### src/rtl/seq_detect_param.sv
// seq_detect_param: runtime-programmable N-bit serial pattern detector with valid
// qualifier, selectable overlapping/non-overlapping matches and a saturating match counter.
module seq_detect_param #(
    parameter int             N        = 4,
    parameter logic [N-1:0]   PAT_INIT = 4'b1011,
    parameter int             CNT_W    = 8
) (
    input  logic             clk,
    input  logic             rst,
    input  logic             din,
    input  logic             din_vld,
    input  logic [N-1:0]     pat,
    input  logic             pat_load,
    input  logic             overlap,
    input  logic             cnt_clr,
    output logic             dout,
    output logic [CNT_W-1:0] match_cnt,
    output logic             cnt_sat
);
    localparam int            FW   = $clog2(N + 1);
    localparam logic [FW-1:0] FULL = FW'(N);

    logic [N-1:0]     r_hist;
    logic [N-1:0]     r_pat;
    logic [FW-1:0]    r_fill;
    logic [CNT_W-1:0] r_cnt;
    logic             r_dout;
    logic             r_sat;
    logic [N-1:0]     w_hist_nx;
    logic [FW-1:0]    w_fill_nx;
    logic [CNT_W-1:0] w_cnt_inc;
    logic             w_hit;
    logic             w_restart;

    // fill guards against false matches on the zeroed history after reset/load/restart
    always_comb begin
        w_hist_nx = {r_hist[N-2:0], din};
        w_fill_nx = (r_fill == FULL) ? FULL : r_fill + 1'b1;
        w_hit     = din_vld && !pat_load && (w_fill_nx == FULL) && (w_hist_nx == r_pat);
        w_restart = w_hit && !overlap;
        w_cnt_inc = r_cnt + 1'b1;
    end

    always_ff @(posedge clk or negedge rst) begin
        if (!rst) begin
            r_hist <= '0;
            r_fill <= '0;
            r_pat  <= PAT_INIT;
            r_dout <= 1'b0;
            r_cnt  <= '0;
            r_sat  <= 1'b0;
        end else begin
            if (pat_load) begin
                r_pat  <= pat;
                r_hist <= '0;
                r_fill <= '0;
            end else if (din_vld) begin
                r_hist <= w_restart ? '0 : w_hist_nx;
                r_fill <= w_restart ? '0 : w_fill_nx;
            end
            r_dout <= w_hit;
            if (cnt_clr) begin
                r_cnt <= '0;
                r_sat <= 1'b0;
            end else if (w_hit && !(&r_cnt)) begin
                r_cnt <= w_cnt_inc;
                r_sat <= &w_cnt_inc;
            end
        end
    end

    assign dout      = r_dout;
    assign match_cnt = r_cnt;
    assign cnt_sat   = r_sat;
endmodule
### config.mk
export PLATFORM = sky130hd
export DESIGN_NAME = seq_detect_param
export DESIGN_NICKNAME = d
export VERILOG_FILES = /design/src/rtl/seq_detect_param.sv
export SDC_FILE = /design/constraint.sdc
export NUM_CORES = 1
export LEC_CHECK = 0
export CORE_MARGIN = 8
export CORE_UTILIZATION = 50
export DETAILED_ROUTE_END_ITERATION = 7
export GPL_TIMING_DRIVEN = 0
export PLACE_DENSITY_LB_ADDON = 0.08
export SETUP_SLACK_MARGIN = 0.02
export SLEW_MARGIN = 20
export SYNTH_ARGS = -nofsm -noshare
export SYNTH_HDL_FRONTEND = slang
export SYNTH_SLANG_ARGS = --single-unit
### constraint.sdc
create_clock -name clk -period 2.8 [get_ports clk]
set_input_delay 0.84 -clock clk [delete_from_list [all_inputs] [get_ports clk]]
set_output_delay 0.84 -clock clk [all_outputs]
set_load 0.005 [all_outputs]
==> impl_results.md <==
- Status: completed
- Post-route DRC: 0
- First-pass GRT wire length: 3.66 mm
- Setup CP Type: in -> reg
- Avg Vias per Cell: 5.50
- IO Port Bufs: 19
- Total CTS buffers: 3
- Worst hold path type: reg -> reg
- Rows: 17
- P_int: 0.476 mW
- Slew HR: 41.3%
- Die height: 63.1 um
- Overall global routing resource usage: 11.0%
- Die Span X: 63.1 um
- Clk_lat worst skew: 0.29 ns
- CP max FO: 4
- Detailed Route WL: 2.10 mm
- Clk network pwr share: 38.8%
- Maxcap violations: 0
- Post-layout net count: 143
- Max-slew violation count: 0
- Endpoints failing hold: 0
- Area Overhead vs Synth: 25.1%
- Combinational power share: 9.7%
- Gr ovfl total: 0
- CTS tree: done
- WP data required: 2.99 ns
- Tmin final: 2.40 ns
- Cells resized by post-CTS repair: 0
- CTS clk-pin slew, worst paths: 0.11 ns
- VDD IR max: 0.000300 V
- Clock tree buffer depth: 2
- Syn Area/Cell: 10.7 um2
- #FFs+latches synth: 20
- Total power divided by cell area: 432 nW/um2
- Top Ports: 21
- Post-DP HPWL: 1.62 mm
- Cells after synthesis: 104
- CP startpoint kind: input port
- Crit end category: register
- RSZ-0062 raised after global routing: false
- DR WL/cell: 13.6 um
- Clock root cell: clkbuf_4
- Post-synth cell types: 36
- Sequential share of power: 51.5%
- Skew final: 0.00120 ns
- Static leakage: 0.576 nW
- Antenna violations before repair: 0
- Ratio of cells with drive above 1 in the final layout: 11.0%
- Fin Setup TNS: 0 ns
- Post-Syn Nets: 119
- Sequential area share after synthesis: 45.5%
- Worst slew pin tran: 0.878 ns
- Initial Util: 51.6%
- CTS sink cnt: 20
- Number of hold buffers added after cts: 0
- ANT cells: 0
- Routed Antenna Nets: 0
- Period utilisation layout: 85.7%
- Largest net degree at the start of global routing: 21
- H-tree depth: 1
- Die area: 3980 um2
- Switching part of the total: 20.6%
- Fmax achieved: 417 MHz
- Initial DRC Count: 24
- Worst path arrival time: 2.59 ns
- Pre-Repair DR Iteration Count: 5
- Net switching power: 0.123 mW
- Vias in the first global route: 850
- Core area: 2150 um2
- Final setup fails: 0
- Postcts setup bufs: 0
- Synth Warn #: 0
- Vias: 852
- Overall Power: 0.599 mW
- Synthesized area: 1110 um2
- Routability congestion estimate: 0.744
-- registers in the layout, summed over array words and instances, names as in the netlist --
register,flops
r_fill,3
dout,1
r_hist,3
match_cnt,8
r_pat,4
cnt_sat,1
-- routing by layer --
layer	GRT usage, %	share of wire (%)
met2	18.8	50
met4	5.13	0.81
met5	0	0
met3	2.47	2.7
met1	12.7	46
-- path summary, 6_finish.rpt --
check | depth (start not counted) | from | endpoint | slack, ns
max | 6 | din | match_cnt[6] | 0.40
min | 2 | cnt_sat | cnt_sat | 0.54
max reg2reg | 7 | r_fill[0] | match_cnt[6] | 0.64
min reg2reg | 2 | cnt_sat | cnt_sat | 0.54
max in group asynchronous | 1 | rst | r_fill[2] | 1.23
min in group asynchronous | 1 | rst | r_pat[2] | 1.03
-- worst max-delay path: stages --
cell             delay, ns
clkdlybuf4s50_1       0.45
xor2_1                0.17
nor3_2                0.34
and3_4                0.27
and4_1                0.20
mux2_1                0.32
-- cell usage in the layout, fill, tap and decap left out, types with 2 or more instances in the layout --
| cell type | count |
|---|---|
| dfstp_2 | 3 |
| inv_1 | 6 |
| or3_1 | 2 |
| mux2_1 | 6 |
| xor2_1 | 4 |
| nand3_1 | 5 |
| nand2b_1 | 4 |
| nand4b_1 | 2 |
| xnor2_1 | 3 |
| nor2_1 | 5 |
| nand2_1 | 5 |
| a21oi_1 | 8 |
| o21ai_1 | 3 |
| clkbuf_4 | 3 |
| ha_1 | 4 |
| a32o_1 | 3 |
| clkdlybuf4s50_1 | 19 |
| and3_1 | 2 |
| and4_1 | 2 |
| nand3b_1 | 2 |
| dfrtp_1 | 17 |
| nor2b_1 | 2 |
-- power by group through the flow --
stage | registers, mW | clock network [mW] | logic, mW
after CTS | 0.309 | 0.242 | 0.0592
after detailed placement | 0.314 | 0 | 0.0588
after global routing | 0.310 | 0.253 | 0.0648
after floorplan | 0.312 | 0 | 0.0329
final | 0.309 | 0.232 | 0.0581
after global placement | 0.314 | 0 | 0.0571
-- cell families (layout without fill, tap and decap cells) --
kind of cell               count (synthesis)  after routing  synth area share [%]
adders and majority gates                  4              4                  4.51
muxes                                      6              6                  6.09
xor gates and xnor gates                   7              7                  5.53
DFF                                       20             20                  45.5
and+or+nand+nor                           38             38                  22.6
buffers and inverters                      9             32                  3.50
AOI/OAI and AO/OA                         20             20                  12.3
-- cells in the mapped netlist --
| cell type | number | area (um2) |
|---|---|---|
| a211oi_1 | 1 | 7.51 |
| a21o_1 | 1 | 7.51 |
| a21oi_1 | 8 | 40.0 |
| a31oi_1 | 1 | 6.26 |
| a32o_1 | 3 | 30.0 |
| and3_1 | 2 | 12.5 |
| and3_4 | 1 | 11.3 |
| and4_1 | 2 | 17.5 |
| buf_2 | 1 | 5.00 |
| buf_4 | 1 | 7.51 |
| clkbuf_1 | 1 | 3.75 |
| dfrtp_1 | 17 | 425 |
| dfstp_2 | 3 | 78.8 |
| ha_1 | 4 | 50.1 |
| inv_1 | 6 | 22.5 |
| mux2_1 | 6 | 67.6 |
| nand2_1 | 5 | 18.8 |
| nand2b_1 | 4 | 25.0 |
| nand3_1 | 5 | 25.0 |
| nand3b_1 | 2 | 15.0 |
| nand4_1 | 1 | 6.26 |
| nand4_4 | 1 | 21.3 |
| nand4b_1 | 2 | 17.5 |
| nor2_1 | 5 | 18.8 |
| nor2b_1 | 2 | 12.5 |
| nor2b_4 | 1 | 13.8 |
| nor3_1 | 1 | 5.00 |
| nor3_2 | 1 | 10.0 |
| nor3b_1 | 1 | 7.51 |
| o211a_4 | 1 | 17.5 |
| o21ai_0 | 1 | 5.00 |
| o21ai_1 | 3 | 15.0 |
| o31ai_1 | 1 | 7.51 |
| or3_1 | 2 | 12.5 |
| xnor2_1 | 3 | 26.3 |
| xor2_1 | 4 | 35.0 |
-- through the flow --
| step | setup slack, ns | hold slack, ns | area [um2] | util [%] | cells |
|---|---|---|---|---|---|
| 2_1_floorplan | 0.686 | 0.479 | 1110 | - | 104 |
| 3_3_place_gp | 0.0924 | 0.503 | 1330 | 62.1 | 151 |
| 3_5_place_dp | 0.0798 | 0.516 | 1330 | 62.1 | 151 |
| 4_1_cts | 0.405 | 0.544 | 1390 | 64.5 | 155 |
| 5_1_grt | 0.351 | 0.565 | 1390 | 64.5 | 155 |
| 6_report | 0.401 | 0.536 | 1390 | 64.5 | 155 |
-- final cells by class --
cell class | count | area, um2
Multi-Input combinational cell | 75 | 566
Tap cell | 28 | 35.0
Fill cell | 176 | 762
Inverter | 6 | 22.5
Sequential cell | 20 | 504
Clock buffer | 3 | 22.5
Clock inverter | 1 | 30.0
Timing Repair Buffer | 19 | 190
Buffer | 3 | 16.3
Note: power is estimated with default switching activity, not from simulation.
==> RTL edit 1: new RTL, same settings <==
Put one more register stage on the output `match_cnt`, without a reset. The value now appears one clock later. The other outputs are not delayed to match.
--- a/src/rtl/seq_detect_param.sv
+++ b/src/rtl/seq_detect_param.sv
@@ -72,3 +72,5 @@
     assign dout      = r_dout;
-    assign match_cnt = r_cnt;
+    always_ff @(posedge clk) begin
+        match_cnt <= r_cnt;
+    end
     assign cnt_sat   = r_sat;
Check against the original RTL: not equivalent (a bounded check fails within 10 cycles, from zero or initial values and one cycle with rst low).
==> RTL edit 1 against the unedited design <==
- critical path depth is the same
- area after synthesis grew 14%
- die area grew 11%
- wire length grew 12%
- synthesized cell count grew 7.7%
- worst setup slack gained 0.023 ns
- sequential cell count grew 8
- power grew 13%
- cell area grew 11%
- sequential power grew 37%
- largest power group unchanged
==> RTL edit 1: results (changes against the unedited design) <==
* Status: complete, no violations
* Synth cell count leaders: dfrtp_1 (17), a21oi_1 (8), dfxtp_1 (8)
* First-pass DRT Iterations at 4 (-1)
* LEAKAGE at 0.6339 nW (+10%)
* Reg-to-Reg End: r_cnt[6]
* Yosys cell types at 37 (+2.8%)
* R2R Setup Slk at 0.59 ns (-0.05 ns)
* Layout cell share with drive strength beyond 1 at 0.1037 (-0.006533)
* Clock transition at path regs at 0.14 ns (+0.03 ns)
* Final setup skew at 0.01227 ns (+0.01107 ns)
* Slowest cell on the critical path: clkdlybuf4s50_1
* HPWL after DPL at 1742 um (+7.6%)
* Worst Min Path Start: r_cnt[5]
* Syn nets at 127 (+6.7%)
* Final #Nets at 151 (+5.6%)
* Seq/Total Area, Yosys at 0.5237 (+0.06882)
* Worst Hold Depth at 0 (-2)
* Ys async rst share at 0.7143 (-0.2857)
* DP Worst Slack at 0.08379 ns (+0.004026 ns)
* Final hold slack at 0.4361 ns (-0.1001 ns)
* Initial DRC Count at 20 (-17%)
* Hold path endpoint: match_cnt[5]
* First-pass GRT wire length at 4146 um (+13%)
* Syn avg cell area at 11.33 um^2 (+6.3%)
* Total track usage at 0.1181 (+0.007949)
* Vias per inst at 5.400 (-1.8%)
* DP Cell Count at 161 (+6.6%)
* Critical path startpoint: din_vld
* RePlAce Congestion at 0.7840 (+5.4%)
* VDD IR max at 355.0 uV (+18%)
* Number of global-route vias before repair at 913 (+7.4%)
* Worst skew pair latency at 0.32 ns (+0.03 ns)
* Crit-path max cell delay at 0.60 ns (+0.15 ns)
* Total Routed Length at 2349 um (+12%)
* Critical-path maximum fanout at 7 (+3)
* Slew @ Worst Pin at 0.8954 ns (+0.01741 ns)
* Cell Area, Placed at 0.001496 mm^2 (+12%)
-- RTL edit 1: cell types whose count changed after synthesis, sizes merged --
cell | before | now
dfxtp | 0 | 8
-- RTL edit 1: cells by family (layout without fill, tap and decap cells) --
family / Yosys count / count (layout) / share of synthesized area
fa+ha+maj: 4 / 4 / 0.03945
buf+inv: 9 / 32 / 0.03057
mux: 6 / 6 / 0.05325
compound gates: 20 / 20 / 0.1075
xor+xnor: 7 / 7 / 0.04832
simple gates: 38 / 38 / 0.1972
flops: 28 / 28 / 0.5237
-- RTL edit 1: power by group --
part / internal [W] / switching, W
combinational: 0.0000296 / 0.0000288
clock: 0.0000795 / 0.000114
sequential: 0.000415 / 0.00000711
-- RTL edit 1: layout make-up --
cell class	instances	area, um^2
Multi-Input combinational cell	75	565.5
Clock buffer	4	36.28
Buffer	3	16.27
Timing Repair Buffer	19	190.2
Inverter	6	22.52
Tap cell	30	37.54
Sequential cell	28	664.4
Fill cell	195	899.6
-- RTL edit 1: worst max path at each step --
stage,end,slack (ns)
after floorplan,r_cnt[6],0.69
after global placement,r_cnt[6],0.11
after global routing,r_cnt[6],0.39
final,r_cnt[6],0.42
after detailed placement,r_cnt[6],0.08
after CTS,r_cnt[6],0.44
-- RTL edit 1: critical path, delay by kind of cell --
kind,cells,cell delay (ns)
AO/OA/AOI/OAI,1,0.20
buffers and inverters,1,0.60
multiplexers,1,0.31
AND/OR/NAND/NOR,3,0.64
-- RTL edit 1: per-layer routing --
metal | track usage | share of wire | up-vias
met5 | 0 | 0 | -
met4 | 0.05333 | 0.0064 | 0
met3 | 0.03390 | 0.046 | 2
met2 | 0.1930 | 0.50 | 17
met1 | 0.1396 | 0.44 | 425
li1 | - | - | 447
==> RTL edit 2: new RTL, config.mk and constraints unchanged <==
Without the edit above. Change the parameter `CNT_W` from 8 to 6.
--- a/src/rtl/seq_detect_param.sv
+++ b/src/rtl/seq_detect_param.sv
@@ -5,3 +5,3 @@
     parameter logic [N-1:0]   PAT_INIT = 4'b1011,
-    parameter int             CNT_W    = 8
+    parameter int             CNT_W    = 6
 ) (
Interface: changed (resized match_cnt); port bits go from 21 to 19. The function was not compared with the original's and may differ.
==> RTL edit 2 against the unedited design <==
- utilization is 1.3 points lower
- worst setup slack better by 0.0093 ns
- via count is 15% lower
- power is 20% lower
- area after synthesis is 13% lower
- sequential cell count is 2 lower
- cell area is 14% lower
- wire length is 11% lower
- largest cell class unchanged
- highest routed layer unchanged
==> RTL edit 2: results (changes against the unedited design) <==
* Signal inverters at 4 (-2)
* Reg-to-Reg End: cnt_sat
* Sw Pwr at 0.0001201 W (-2.5%)
* Clock buf/inv share at 0.02208 (-0.01582)
* Synth area leaders: dfrtp_1 (39%), dfstp_2 (8.2%), ha_1 (5.2%)
* Syn avg cell area at 11.29 um^2 (+5.9%)
* Seq/total area at 0.3817 (+0.01799)
* Synth Area in XOR/XNOR at 0.05476 (-0.0005459)
* Post-synthesis mux area share at 0.06780 (+0.006849)
* Synth cell count leaders: dfrtp_1 (15), a21oi_1 (7), nor2_1 (6)
* Compound-cell area share of the yosys netlist at 0.1291 (+0.006049)
* Clock buffers at 4 (+1)
* First-pass GRT wire length at 3360 um (-8.1%)
* Fin util at 0.6323 (-0.01300)
* Initial DRC Count at 20 (-17%)
* Status: complete, no violations
* Worst Min Path Start: r_hist[2]
* Number of global-route vias before repair at 758 (-11%)
* Vias per inst at 5.436 (-1.1%)
* Seq/Total Area, Yosys at 0.4733 (+0.01842)
* Count of flip-flops and latches at 18 (-10%)
* Synthesis-to-finish area growth at 23.99%
* Top delay family on crit path: buffers and inverters
* Layout cell share with drive strength beyond 1 at 0.1604 (+0.05014)
* R2R Setup Slk at 0.82 ns (+0.18 ns)
* Slew @ Worst Pin at 0.7638 ns (-0.1142 ns)
* HPWL after DPL at 1448 um (-11%)
* LEAKAGE at 0.4827 nW (-16%)
* Layout Cells excl Fill at 133 (-14%)
* Largest net degree at the start of global routing at 19 (-9.5%)
* VDD IR max at 225.7 uV (-25%)
* First-pass DRT Iterations at 4 (-1)
* DP Worst Slack at 0.08638 ns (+0.006612 ns)
* Yosys cell types at 34 (-5.6%)
* Wire length per cell at 14.09 um (+3.8%)
* Multi-In Gates at 61 (-19%)
* Hold path endpoint: r_hist[2]
* Final hold slack at 0.5281 ns (-0.008032 ns)
* Seq. cell area at 454.2 um^2 (-9.9%)
* Crit-path max cell delay at 0.57 ns (+0.12 ns)
* Critical-path maximum fanout at 10 (+6)
* RePlAce Congestion at 0.7784 (+4.7%)
* Synth Area in Adders at 0.05215 (+0.007005)
* Worst Hold Depth at 1 (-1)
* Non-clock buffers at 19 (-14%)
* WP data arrival at 2.62 ns (+0.03 ns)
## RTL edit 2: metal layers
layer	track usage	vias to the layer above	wire, um
met5	0	-	0
met4	0.05102	0	26
met3	0.03656	2	81
met2	0.2015	12	951
met1	0.1485	353	815
li1	-	356	-
## RTL edit 2: power groups by stage
stage / logic (W) / registers [W] / clock network, W
2_1_floorplan: 0.0000391 / 0.000284 / 0
3_3_place_gp: 0.0000640 / 0.000286 / 0
3_5_place_dp: 0.0000657 / 0.000286 / 0
4_1_cts: 0.0000659 / 0.000281 / 0.000141
5_1_grt: 0.0000724 / 0.000283 / 0.000156
6_report: 0.0000645 / 0.000281 / 0.000135
## RTL edit 2: worst max-delay path by stage
stage,from,endpoint,slack [ns],cells past startpoint
floorplan,pat_load,cnt_sat,0.68,7
global placement,din_vld,cnt_sat,0.14,7
detailed placement,din_vld,cnt_sat,0.09,7
CTS,din_vld,cnt_sat,0.40,7
global route,din_vld,match_cnt[2],0.37,7
finish,din_vld,cnt_sat,0.41,7
